File: config.mk
export PLATFORM = sky130hd
export DESIGN_NAME = id_scoreboard_flat
export DESIGN_NICKNAME = d
export VERILOG_FILES = /design/src/rtl/id_scoreboard_if.sv /design/src/rtl/id_scoreboard.sv /design/src/flat_wrapper.sv
export SDC_FILE = /design/constraint.sdc
export NUM_CORES = 1
export LEC_CHECK = 0
export ABC_CLOCK_PERIOD_IN_PS = 3200
export BUFFER_PORTS_ARGS = -buffer_cell sky130_fd_sc_hd__buf_2
export CORE_MARGIN = 8
export CORE_UTILIZATION = 35
export DETAILED_ROUTE_END_ITERATION = 16
export PLACE_DENSITY = 0.64
export SETUP_SLACK_MARGIN = 0.3
export SYNTH_ARGS = -nofsm -noshare
export SYNTH_HDL_FRONTEND = slang
export SYNTH_SLANG_ARGS = --single-unit
export TNS_END_PERCENT = 20
File: constraint.sdc
create_clock -name clk -period 3.2 [get_ports clk]
set_input_delay 0.48 -clock clk [delete_from_list [all_inputs] [get_ports clk]]
set_output_delay 0.48 -clock clk [all_outputs]
set_load 0.01 [all_outputs]
File: src/rtl/id_scoreboard_if.sv
// ID-stage scoreboard bus: decoded instruction, bypass/completion inputs and
// resolved operand / hazard outputs. clk and rst stay outside the bundle.
interface id_scoreboard_if #(
    parameter int XLEN   = 32,
    parameter int NREG   = 32,
    parameter int AW     = 5,
    parameter int NFWD   = 2,
    parameter int MAXOUT = 4
);
    localparam int CW = $clog2(MAXOUT + 1);

    logic                 id_valid;
    logic                 flush;
    logic                 ex_ready;
    logic                 rs1_re;
    logic                 rs2_re;
    logic [AW-1:0]        rs1_addr;
    logic [AW-1:0]        rs2_addr;
    logic                 rd_we;
    logic [AW-1:0]        rd_addr;
    logic                 rd_long;
    logic [XLEN-1:0]      imm;
    logic [XLEN-1:0]      rf_rdata1;
    logic [XLEN-1:0]      rf_rdata2;
    logic [NFWD-1:0]      fwd_we;
    logic [NFWD*AW-1:0]   fwd_addr;
    logic [NFWD*XLEN-1:0] fwd_data;
    logic                 wb_long_valid;
    logic [AW-1:0]        wb_long_addr;
    logic [XLEN-1:0]      wb_long_data;
    logic [XLEN-1:0]      op1;
    logic [XLEN-1:0]      op2;
    logic                 issue;
    logic                 stallreq;
    logic [NREG-1:0]      busy_vec;
    logic [CW-1:0]        pend_cnt;
    logic                 sb_err;

    modport master (
        output id_valid, flush, ex_ready, rs1_re, rs2_re, rs1_addr, rs2_addr,
               rd_we, rd_addr, rd_long, imm, rf_rdata1, rf_rdata2,
               fwd_we, fwd_addr, fwd_data, wb_long_valid, wb_long_addr, wb_long_data,
        input  op1, op2, issue, stallreq, busy_vec, pend_cnt, sb_err
    );

    modport slave (
        input  id_valid, flush, ex_ready, rs1_re, rs2_re, rs1_addr, rs2_addr,
               rd_we, rd_addr, rd_long, imm, rf_rdata1, rf_rdata2,
               fwd_we, fwd_addr, fwd_data, wb_long_valid, wb_long_addr, wb_long_data,
        output op1, op2, issue, stallreq, busy_vec, pend_cnt, sb_err
    );
endinterface

File: src/rtl/id_scoreboard.sv
// ID-stage operand resolution and long-latency write scoreboard: tracks
// outstanding load/div destinations, raises RAW/WAW/capacity stalls.
module id_scoreboard #(
    parameter int XLEN   = 32,
    parameter int NREG   = 32,
    parameter int AW     = 5,
    parameter int NFWD   = 2,
    parameter int MAXOUT = 4
) (
    input logic           clk,
    input logic           rst,
    id_scoreboard_if.slave sb
);
    localparam int CW = $clog2(MAXOUT + 1);

    logic [NREG-1:0] busy;
    logic [CW-1:0]   cnt;
    logic            err;

    logic            wbhit1, wbhit2;
    logic            raw, waw, full, stall, iss;
    logic            set_en, clr_en, err_en;
    logic [XLEN-1:0] res1, res2;

    // Youngest bypass wins, so walk from oldest to youngest and let later hits overwrite.
    function automatic logic [XLEN-1:0] resolve(
        input logic                 re,
        input logic [AW-1:0]        addr,
        input logic [XLEN-1:0]      rf,
        input logic [XLEN-1:0]      immv,
        input logic [NFWD-1:0]      fwe,
        input logic [NFWD*AW-1:0]   faddr,
        input logic [NFWD*XLEN-1:0] fdata,
        input logic                 wbv,
        input logic [AW-1:0]        wba,
        input logic [XLEN-1:0]      wbd
    );
        logic [XLEN-1:0] v;
        int unsigned     i;
        v = rf;
        if (wbv && wba == addr) v = wbd;
        for (int unsigned k = 0; k < NFWD; k++) begin
            i = NFWD - 1 - k;
            if (fwe[i] && faddr[i*AW +: AW] == addr) v = fdata[i*XLEN +: XLEN];
        end
        if (addr == '0) v = '0;
        if (!re) v = immv;
        return v;
    endfunction

    always_comb begin
        res1 = resolve(sb.rs1_re, sb.rs1_addr, sb.rf_rdata1, sb.imm, sb.fwd_we, sb.fwd_addr,
                       sb.fwd_data, sb.wb_long_valid, sb.wb_long_addr, sb.wb_long_data);
        res2 = resolve(sb.rs2_re, sb.rs2_addr, sb.rf_rdata2, sb.imm, sb.fwd_we, sb.fwd_addr,
                       sb.fwd_data, sb.wb_long_valid, sb.wb_long_addr, sb.wb_long_data);
    end

    always_comb begin
        wbhit1 = sb.wb_long_valid && (sb.wb_long_addr == sb.rs1_addr);
        wbhit2 = sb.wb_long_valid && (sb.wb_long_addr == sb.rs2_addr);
        raw    = (sb.rs1_re && busy[sb.rs1_addr] && !wbhit1)
              || (sb.rs2_re && busy[sb.rs2_addr] && !wbhit2);
        waw    = sb.rd_we && (sb.rd_addr != '0) && busy[sb.rd_addr];
        full   = sb.rd_we && sb.rd_long && (cnt == CW'(MAXOUT));
        stall  = !rst && sb.id_valid && !sb.flush && (raw || waw || full);
        iss    = !rst && sb.id_valid && !sb.flush && !stall && sb.ex_ready;
        set_en = iss && sb.rd_we && sb.rd_long && (sb.rd_addr != '0);
        clr_en = sb.wb_long_valid && (sb.wb_long_addr != '0) && busy[sb.wb_long_addr];
        err_en = sb.wb_long_valid && (sb.wb_long_addr != '0) && !busy[sb.wb_long_addr];
    end

    // WAW stall guarantees set and clear never target the same register.
    always_ff @(posedge clk or posedge rst) begin
        if (rst) begin
            busy <= '0;
            cnt  <= '0;
            err  <= 1'b0;
        end else begin
            if (set_en) busy[sb.rd_addr] <= 1'b1;
            if (clr_en) busy[sb.wb_long_addr] <= 1'b0;
            if (set_en && !clr_en)      cnt <= cnt + CW'(1);
            else if (!set_en && clr_en) cnt <= cnt - CW'(1);
            if (err_en) err <= 1'b1;
        end
    end

    always_comb begin
        sb.op1      = rst ? '0 : res1;
        sb.op2      = rst ? '0 : res2;
        sb.stallreq = stall;
        sb.issue    = iss;
        sb.busy_vec = busy;
        sb.pend_cnt = cnt;
        sb.sb_err   = err;
    end
endmodule

File: src/flat_wrapper.sv
// flat-port wrapper written by rule: the top's interface ports become plain ports
module id_scoreboard_flat 
#(
    parameter int XLEN   = 32,
    parameter int NREG   = 32,
    parameter int AW     = 5,
    parameter int NFWD   = 2,
    parameter int MAXOUT = 4
)
  (clk, rst, sb_id_valid, sb_flush, sb_ex_ready, sb_rs1_re, sb_rs2_re, sb_rs1_addr, sb_rs2_addr, sb_rd_we, sb_rd_addr, sb_rd_long, sb_imm, sb_rf_rdata1, sb_rf_rdata2, sb_fwd_we, sb_fwd_addr, sb_fwd_data, sb_wb_long_valid, sb_wb_long_addr, sb_wb_long_data, sb_op1, sb_op2, sb_issue, sb_stallreq, sb_busy_vec, sb_pend_cnt, sb_sb_err);
  id_scoreboard_if #(.XLEN(XLEN), .NREG(NREG), .AW(AW), .NFWD(NFWD), .MAXOUT(MAXOUT)) sb_i ();
  input logic clk;
  input logic rst;
  input wire logic [$bits(sb_i.id_valid)-1:0] sb_id_valid;
  input wire logic [$bits(sb_i.flush)-1:0] sb_flush;
  input wire logic [$bits(sb_i.ex_ready)-1:0] sb_ex_ready;
  input wire logic [$bits(sb_i.rs1_re)-1:0] sb_rs1_re;
  input wire logic [$bits(sb_i.rs2_re)-1:0] sb_rs2_re;
  input wire logic [$bits(sb_i.rs1_addr)-1:0] sb_rs1_addr;
  input wire logic [$bits(sb_i.rs2_addr)-1:0] sb_rs2_addr;
  input wire logic [$bits(sb_i.rd_we)-1:0] sb_rd_we;
  input wire logic [$bits(sb_i.rd_addr)-1:0] sb_rd_addr;
  input wire logic [$bits(sb_i.rd_long)-1:0] sb_rd_long;
  input wire logic [$bits(sb_i.imm)-1:0] sb_imm;
  input wire logic [$bits(sb_i.rf_rdata1)-1:0] sb_rf_rdata1;
  input wire logic [$bits(sb_i.rf_rdata2)-1:0] sb_rf_rdata2;
  input wire logic [$bits(sb_i.fwd_we)-1:0] sb_fwd_we;
  input wire logic [$bits(sb_i.fwd_addr)-1:0] sb_fwd_addr;
  input wire logic [$bits(sb_i.fwd_data)-1:0] sb_fwd_data;
  input wire logic [$bits(sb_i.wb_long_valid)-1:0] sb_wb_long_valid;
  input wire logic [$bits(sb_i.wb_long_addr)-1:0] sb_wb_long_addr;
  input wire logic [$bits(sb_i.wb_long_data)-1:0] sb_wb_long_data;
  output wire logic [$bits(sb_i.op1)-1:0] sb_op1;
  output wire logic [$bits(sb_i.op2)-1:0] sb_op2;
  output wire logic [$bits(sb_i.issue)-1:0] sb_issue;
  output wire logic [$bits(sb_i.stallreq)-1:0] sb_stallreq;
  output wire logic [$bits(sb_i.busy_vec)-1:0] sb_busy_vec;
  output wire logic [$bits(sb_i.pend_cnt)-1:0] sb_pend_cnt;
  output wire logic [$bits(sb_i.sb_err)-1:0] sb_sb_err;
  assign sb_i.id_valid = sb_id_valid;
  assign sb_i.flush = sb_flush;
  assign sb_i.ex_ready = sb_ex_ready;
  assign sb_i.rs1_re = sb_rs1_re;
  assign sb_i.rs2_re = sb_rs2_re;
  assign sb_i.rs1_addr = sb_rs1_addr;
  assign sb_i.rs2_addr = sb_rs2_addr;
  assign sb_i.rd_we = sb_rd_we;
  assign sb_i.rd_addr = sb_rd_addr;
  assign sb_i.rd_long = sb_rd_long;
  assign sb_i.imm = sb_imm;
  assign sb_i.rf_rdata1 = sb_rf_rdata1;
  assign sb_i.rf_rdata2 = sb_rf_rdata2;
  assign sb_i.fwd_we = sb_fwd_we;
  assign sb_i.fwd_addr = sb_fwd_addr;
  assign sb_i.fwd_data = sb_fwd_data;
  assign sb_i.wb_long_valid = sb_wb_long_valid;
  assign sb_i.wb_long_addr = sb_wb_long_addr;
  assign sb_i.wb_long_data = sb_wb_long_data;
  assign sb_op1 = sb_i.op1;
  assign sb_op2 = sb_i.op2;
  assign sb_issue = sb_i.issue;
  assign sb_stallreq = sb_i.stallreq;
  assign sb_busy_vec = sb_i.busy_vec;
  assign sb_pend_cnt = sb_i.pend_cnt;
  assign sb_sb_err = sb_i.sb_err;
  id_scoreboard #(.XLEN(XLEN), .NREG(NREG), .AW(AW), .NFWD(NFWD), .MAXOUT(MAXOUT)) u_core (.clk(clk), .rst(rst), .sb(sb_i));
endmodule
==> reports/qor.yml, run 1 <==
timing:
  slew_headroom_pct: 62.2
  achievable-frequency_mhz: 329
  worst_pin_slew_ps: 566
  setup_viol: 0
  hold_viol: 0
  period_needed_ps: 3040
  finalCritPeriodShare_pct: 94.9
  finClkSkew_ps: 6.12
  hold-worst-slack_ps: 481
  slew_viol_final: 0
  rsz0062_at_grt: "yes"
global_route:
  gr-usage-all-layers_pct: 27.5
  grt_pass1_wl_um: 47300
  grt_max_degree: 65
  antenna_found_initial: 13
  grt_pass1_vias: 7879
  grt_overflow: 0
logic_synthesis:
  synth.distinct_cells: 51
  yosysSeqAreaShare_pct: 15.1
  yosysWarnings: 0
  synth_cells: 808
  syn_nets: 1044
  synth_edf_count: 0
  synth_top_area_share_pct: 15.6
  synthFlopType: "dfrtp_1"
  synth_area_um2: 5960
  synth_seq_cells: 36
  synth.avg_cell_area_um2: 7.37
  netlist.top_cell.by_area: "mux2i_1"
  ys_top_cells_by_area: "mux2i_1, dfrtp_1, a211oi_1"
  synthArstFlopShare_pct: 100
worst_setup_path:
  critPathKind: "input pin to output pin"
  crit_arrival_ps: 2560
  slowest_stage: "nor4_2"
  cp.required_ps: 2720
  max_stage_delay_ps: 390
  cp_num_buf_inv: 4
  r2r-start: "u_core.sb.busy_vec[21]"
  startpoint_type: "input pin"
  path_max_fanout: 14
  crit_chain: "buf_4 -> xor2_1 -> nor4_2 -> nand3_2 -> buf_4 -> buf_4 -> mux2i_1 -> a211oi_1 -> a21oi_1 -> o21ai_0 -> buf_2"
  worst_setup_path_end_kind: "output pin"
  crit_top_cell: "buf_4"
  path_delay_family: "buffers and inverters"
  crit_start: "sb_wb_long_addr[1]"
detailed_routing:
  antenna_left: 0
  routed_wl_um: 32900
  viasPerCell: 5.80
  dr_total_vias: 8100
  drc_errors: 0
  drt-pass1-iter-count: 6
  drt_iter0_drc: 571
  wl_per_cell_um: 23.5
power_and_ir_drop:
  p_comb_share_pct: 43.2
  p_int_mw: 1.45
  power_frac_seq_pct: 23.6
  p_switching_mw: 0.739
  switching_share_pct: 33.8
  pwr-share-clk_pct: 33.2
  ir_worst_vdd_uv: 278
  p_leak_nw: 4.38
  power_density_nw_per_um2: 241
cells_and_area:
  drive_above_1_share_pct: 44.1
  layoutNonFillerInstCount: 1397
  layout.nets: 1400
  fin_util_pct: 54.6
  area_growth_pct: 52.5
flow_run:
  maxCapViolCount: 0
cts:
  htree_levels: 2
  clk_pin_slew_worst_paths_ps: 60
  clk_path_buf_depth: 2
  numClockSinks: 36
  clock_latency_ps: 280
  cts_tree: "done"
  cts_inserted_buffers: 5
  cts-root-buf: "clkbuf_16"
die:
  dieWidth_um: 146
  row_count: 47
  die_area_um2: 21500
  core-area_um2: 16600
  start_util_pct: 35.8
  boundaryPins: 336
  die_h_um: 146
place:
  dp.cells: 1336
  dpl.hpwl_um: 24600
  portBuffers: 335
  place_congestion: 0.944
hold_path:
  hold_class: "flop to flop"
  worst_hold_startpoint: "u_core.sb.sb_err"
outcome:
  status: "completed"
cell usage after synthesis (all sizes together) (6+ instances only):
cell type,instances
a211oi,64
a21oi,91
buf,26
clkbuf,57
dfrtp,36
mux2i,93
mux4,24
nand2,80
nand2b,7
nand3,6
nor2,98
nor3,16
nor4,24
o21ai,94
o22ai,6
xnor2,7
xor2,26
area by class of cell:
| cell class | count | area (um2) |
|---|---|---|
| clock inverters | 3 | 90.1 |
| diodes | 12 | 30.0 |
| fillers | 1580 | 7560 |
| inverters | 4 | 15.0 |
| repair buffers | 432 | 2800 |
| clock buffers | 5 | 125 |
| multi-input cells | 685 | 4840 |
| flip-flops and latches | 36 | 906 |
| well taps | 220 | 275 |
metal layers:
metal	vias up	routed length [um]	part of all wire, %	global-route usage, %
li1	3718	-	-	-
met1	3796	12700	38	33.7
met2	494	16000	49	46.1
met3	90	2960	9.0	5.50
met4	2	1260	3.8	11.7
met5	-	15	0.046	0
cell families after synthesis:
family / Yosys count / share of synthesized area [%]
muxes: 121 / 25.9
AOI/OAI and AO/OA: 273 / 27.0
and+or+nand+nor: 256 / 19.5
xor gates and xnor gates: 33 / 4.85
adders and majority gates: 2 / 0.546
DFF: 36 / 15.1
buffers and inverters: 87 / 7.04
registers in the layout, summed over array words and instances (netlist names):
signal	flops
u_core.sb.pend_cnt	3
u_core.sb.sb_err	1
u_core.sb.busy_vec	32
worst register-to-register path: stages (launching register included):
cell and delay (ps):
dfrtp_1 410, mux2i_1 110, mux4_2 460, mux2_4 290
a2111oi_4 430, nor3_4 80, nand2b_4 100, nor2_2 40
ha_2 200, inv_2 50, fa_2 410, mux2_2 270
stage by stage:
step / TNS [ps] / power, mW / setup WS, ps / instance area, um2
final: 0 / 2.19 / 163 / 9080
after global routing: 0 / 2.29 / 74.2 / 9080
after CTS: 0 / 2.13 / 221 / 8570
after detailed placement: -80.7 / 1.38 / -57.7 / 8070
after global placement: -41.6 / 1.37 / -41.6 / 8070
after floorplan: -89.9 / 0.977 / -49.1 / 6010
layout by cell type, fill, tap and decap left out, drive strengths merged, types with 2 or more instances in the layout:
| cell | instances |
|---|---|
| buf | 428 |
| nor2 | 98 |
| o21ai | 94 |
| mux2i | 93 |
| a21oi | 91 |
| nand2 | 80 |
| a211oi | 64 |
| dfrtp | 36 |
| xor2 | 26 |
| nor4 | 24 |
| mux4 | 24 |
| nor3 | 16 |
| diode | 12 |
| clkbuf | 9 |
| xnor2 | 7 |
| nand2b | 7 |
| o22ai | 6 |
| nand3 | 6 |
| nand3b | 4 |
| nand4 | 4 |
| inv | 4 |
| o2bb2ai | 4 |
| and3 | 4 |
| mux2 | 4 |
| nor2b | 3 |
| a31oi | 3 |
| bufinv | 3 |
| o211ai | 2 |
| or2 | 2 |
| or3b | 2 |
| o21a | 2 |
| and2 | 2 |
power groups by stage:
stage	Sequential, mW	Clock [mW]	Combinational (mW)
3_3_place_gp	0.526	0	0.847
3_5_place_dp	0.525	0	0.855
6_report	0.516	0.726	0.943
4_1_cts	0.516	0.727	0.887
5_1_grt	0.520	0.746	1.02
2_1_floorplan	0.527	0	0.450
final timing paths:
kind,endpoint,slack [ps],depth (start not counted)
worst max-delay path,sb_op1[26],160,11
worst min-delay path,u_core.sb.sb_err,480,1
worst max register to register,u_core.sb.pend_cnt[1],230,11
worst min register to register,u_core.sb.sb_err,480,1
max in group asynchronous,u_core.sb.busy_vec[23],2350,3
min in group asynchronous,u_core.sb.busy_vec[31],490,3
what timing repair did:
item,CTS,global route
setup endpoints to repair,67,66
pin swaps,12,24
gates resized for setup,36,55
hold endpoints to repair,0,0
hold buffers,0,0
gates cloned,2,6
setup buffers,14,19
(Power assumes the default switching activity.)
==> run 2: changes to the inputs <==
--- a/config.mk
+++ b/config.mk
@@ -8,9 +8,9 @@
 export ABC_CLOCK_PERIOD_IN_PS = 3200
 export BUFFER_PORTS_ARGS = -buffer_cell sky130_fd_sc_hd__buf_2
 export CORE_MARGIN = 8
-export CORE_UTILIZATION = 35
+export CORE_UTILIZATION = 42
 export DETAILED_ROUTE_END_ITERATION = 16
-export PLACE_DENSITY = 0.64
+export PLACE_DENSITY = 0.76
 export SETUP_SLACK_MARGIN = 0.3
 export SYNTH_ARGS = -nofsm -noshare
 export SYNTH_HDL_FRONTEND = slang
==> run 2 against run 1 <==
First-iteration DRC count rose by 60%. Final area fell by 5.2%. Core utilization rose by 7.5 points. Highest routed layer is now met4.
==> reports/qor.yml, run 2 (synthesized netlist as in run 1, its figures left out) <==
cells_and_area:
  largest_register_ffs: 32  # unchanged
  layout.nets: 1372  # was 1400
  final_cell_mix: "buf_2, nor2_1, a21oi_1"  # was buf_2, mux2i_1, nor2_1, a21oi_1, nand2_1
  finalInstanceArea_um2: 8610  # was 9080 um2
  area_growth_pct: 44.6  # was 52.5%
  drive_above_1_share_pct: 42.5  # was 44.1%
  final_common_cell: "buf_2"  # unchanged
detailed_routing:
  drt-pass1-iter-count: 5  # was 6
  dr_total_vias: 8086  # was 8100
  drt_iter0_drc: 913  # was 571
  viasPerCell: 6.12  # was 5.80
  antenna_left: 0  # unchanged
  drc_errors: 0  # unchanged
  wl_per_cell_um: 22.6  # was 23.5 um
  routed_wl_um: 29800  # was 32900 um
place:
  place_congestion: 1.02  # was 0.944
  dpl_worst_slack_ps: -85.2  # was -57.7 ps
  post_dp_cell_area_um2: 7960  # was 8070 um2
  portBuffers: 335  # unchanged
  dpl.hpwl_um: 22800  # was 24600 um
hold_path:
  hold_class: "input pin to async pin"  # was flop to flop
cts:
  cts_tree: "done"  # unchanged
  cts-root-buf: "clkbuf_16"  # unchanged
  cts_inserted_buffers: 5  # unchanged
  clk_path_buf_depth: 2  # unchanged
  numClockSinks: 36  # unchanged
  clock_latency_ps: 280  # about the same
  holdBufCountCts: 0  # unchanged
  clk_pin_slew_worst_paths_ps: 60  # about the same
  htree_levels: 2  # unchanged
power_and_ir_drop:
  ir_worst_vdd_uv: 228  # was 278 uV
  total_power_mw: 2.03  # was 2.19 mW
  power_density_nw_per_um2: 236  # was 241 nW/um2
  p_leak_nw: 4.17  # was 4.38 nW
timing:
  worst_slack_ps: 173  # was 163 ps
  setup_viol: 0  # unchanged
  hold-worst-slack_ps: 363  # was 481 ps
  slew_viol_final: 0  # unchanged
  achievable-frequency_mhz: 330  # was 329 MHz
  finClkSkew_ps: 6.91  # was 6.12 ps
  rsz0062_at_grt: "yes"  # unchanged
  finalSetupTns_ps: 0  # unchanged
  slew_headroom_pct: 69.9  # was 62.2%
  finalCritPeriodShare_pct: 94.6  # was 94.9%
  hold_viol: 0  # unchanged
  period_needed_ps: 3030  # was 3040 ps
  worst_pin_slew_ps: 450  # was 566 ps
worst_setup_path:
  crit_arrival_ps: 2550  # was 2560 ps
  worst_setup_path_end_kind: "output pin"  # unchanged
  critPathKind: "flop to output pin"  # was input pin to output pin
  path_max_fanout: 3  # was 14
  startpoint_type: "flop"  # was input pin
  cp.required_ps: 2720  # about the same
die:
  core-area_um2: 13900  # was 16600 um2
  start_util_pct: 42.9  # was 35.8%
  dieWidth_um: 135  # was 146 um
  boundaryPins: 336  # unchanged
  die_h_um: 135  # was 146 um
  die_area_um2: 18300  # was 21500 um2
  row_count: 43  # was 47
global_route:
  grt_overflow: 0  # unchanged
  grt_max_degree: 65  # unchanged
  grt_pass1_wl_um: 44300  # was 47300 um
  grt_pass1_vias: 7729  # was 7879
  antenna_found_initial: 3  # was 13
  gr-usage-all-layers_pct: 30.4  # was 27.5%
outcome:
  status: "completed"  # unchanged
flow_run:
  maxCapViolCount: 0  # unchanged
==> run 2: changes by cell type in the layout (fill, tap and decap cells not counted), sizes merged <==
| cell | delta |
|---|---|
| buf | -26 |
| bufinv | -2 |
| diode | -8 |
==> run 2: worst max-delay path: stages, from the launching register on <==
cell       delay, ps
dfrtp_2          400
buf_4            130
mux2i_1           60
mux4_2           460
mux2_4           290
a2111oi_4        400
nor3_4            80
nand2b_4         100
buf_12           110
and2_1           110
buf_2            120
==> run 2: path summary, 6_finish.rpt <==
kind | from | to | slack (ps) | cells past startpoint
setup / recovery | u_core.sb.busy_vec[22] | sb_stallreq | 170 | 10
hold / removal | rst | u_core.sb.busy_vec[19] | 360 | 3
setup reg to reg | u_core.sb.busy_vec[22] | u_core.sb.pend_cnt[1] | 240 | 12
hold reg to reg | u_core.sb.sb_err | u_core.sb.sb_err | 480 | 1
max in group asynchronous | rst | u_core.sb.busy_vec[30] | 2580 | 3
min in group clk | u_core.sb.sb_err | u_core.sb.sb_err | 480 | 1
==> run 2: what timing repair did <==
item                                    CTS  global route
endpoints found under the setup margin   45            68
cloned                                    3             0
buffers inserted                         12             6
gates resized for setup                  38            41
pin swaps                                20            15
==> run 2: routing by layer <==
| layer | track usage [%] | wire [um] |
|---|---|---|
| met3 | 7.62 | 3490 |
| met1 | 36.3 | 10500 |
| met4 | 12.5 | 1350 |
| met2 | 50.9 | 14400 |
| met5 | 0 | 0 |
==> run 2: report_power, final <==
group	internal (mW)	switching (mW)
Clock	0.410	0.187
Combinational	0.425	0.491
Sequential	0.480	0.0400
==> run 2: layout make-up <==
| cell class | instances | area [um2] |
|---|---|---|
| Multi-Input combinational cell | 685 | 4800 |
| Clock buffer | 7 | 153 |
| Inverter | 4 | 15.0 |
| Clock inverter | 1 | 30.0 |
| Antenna cell | 4 | 10.0 |
| Sequential cell | 36 | 910 |
| Timing Repair Buffer | 404 | 2470 |
| Fill cell | 1259 | 5270 |
| Tap cell | 180 | 225 |
==> run 2: through the flow <==
stage / utilization, % / cells
floorplan: - / 808
global placement: 57.4 / 1288
detailed placement: 57.4 / 1288
CTS: 60.9 / 1311
global route: 62.0 / 1320
finish: 62.1 / 1321
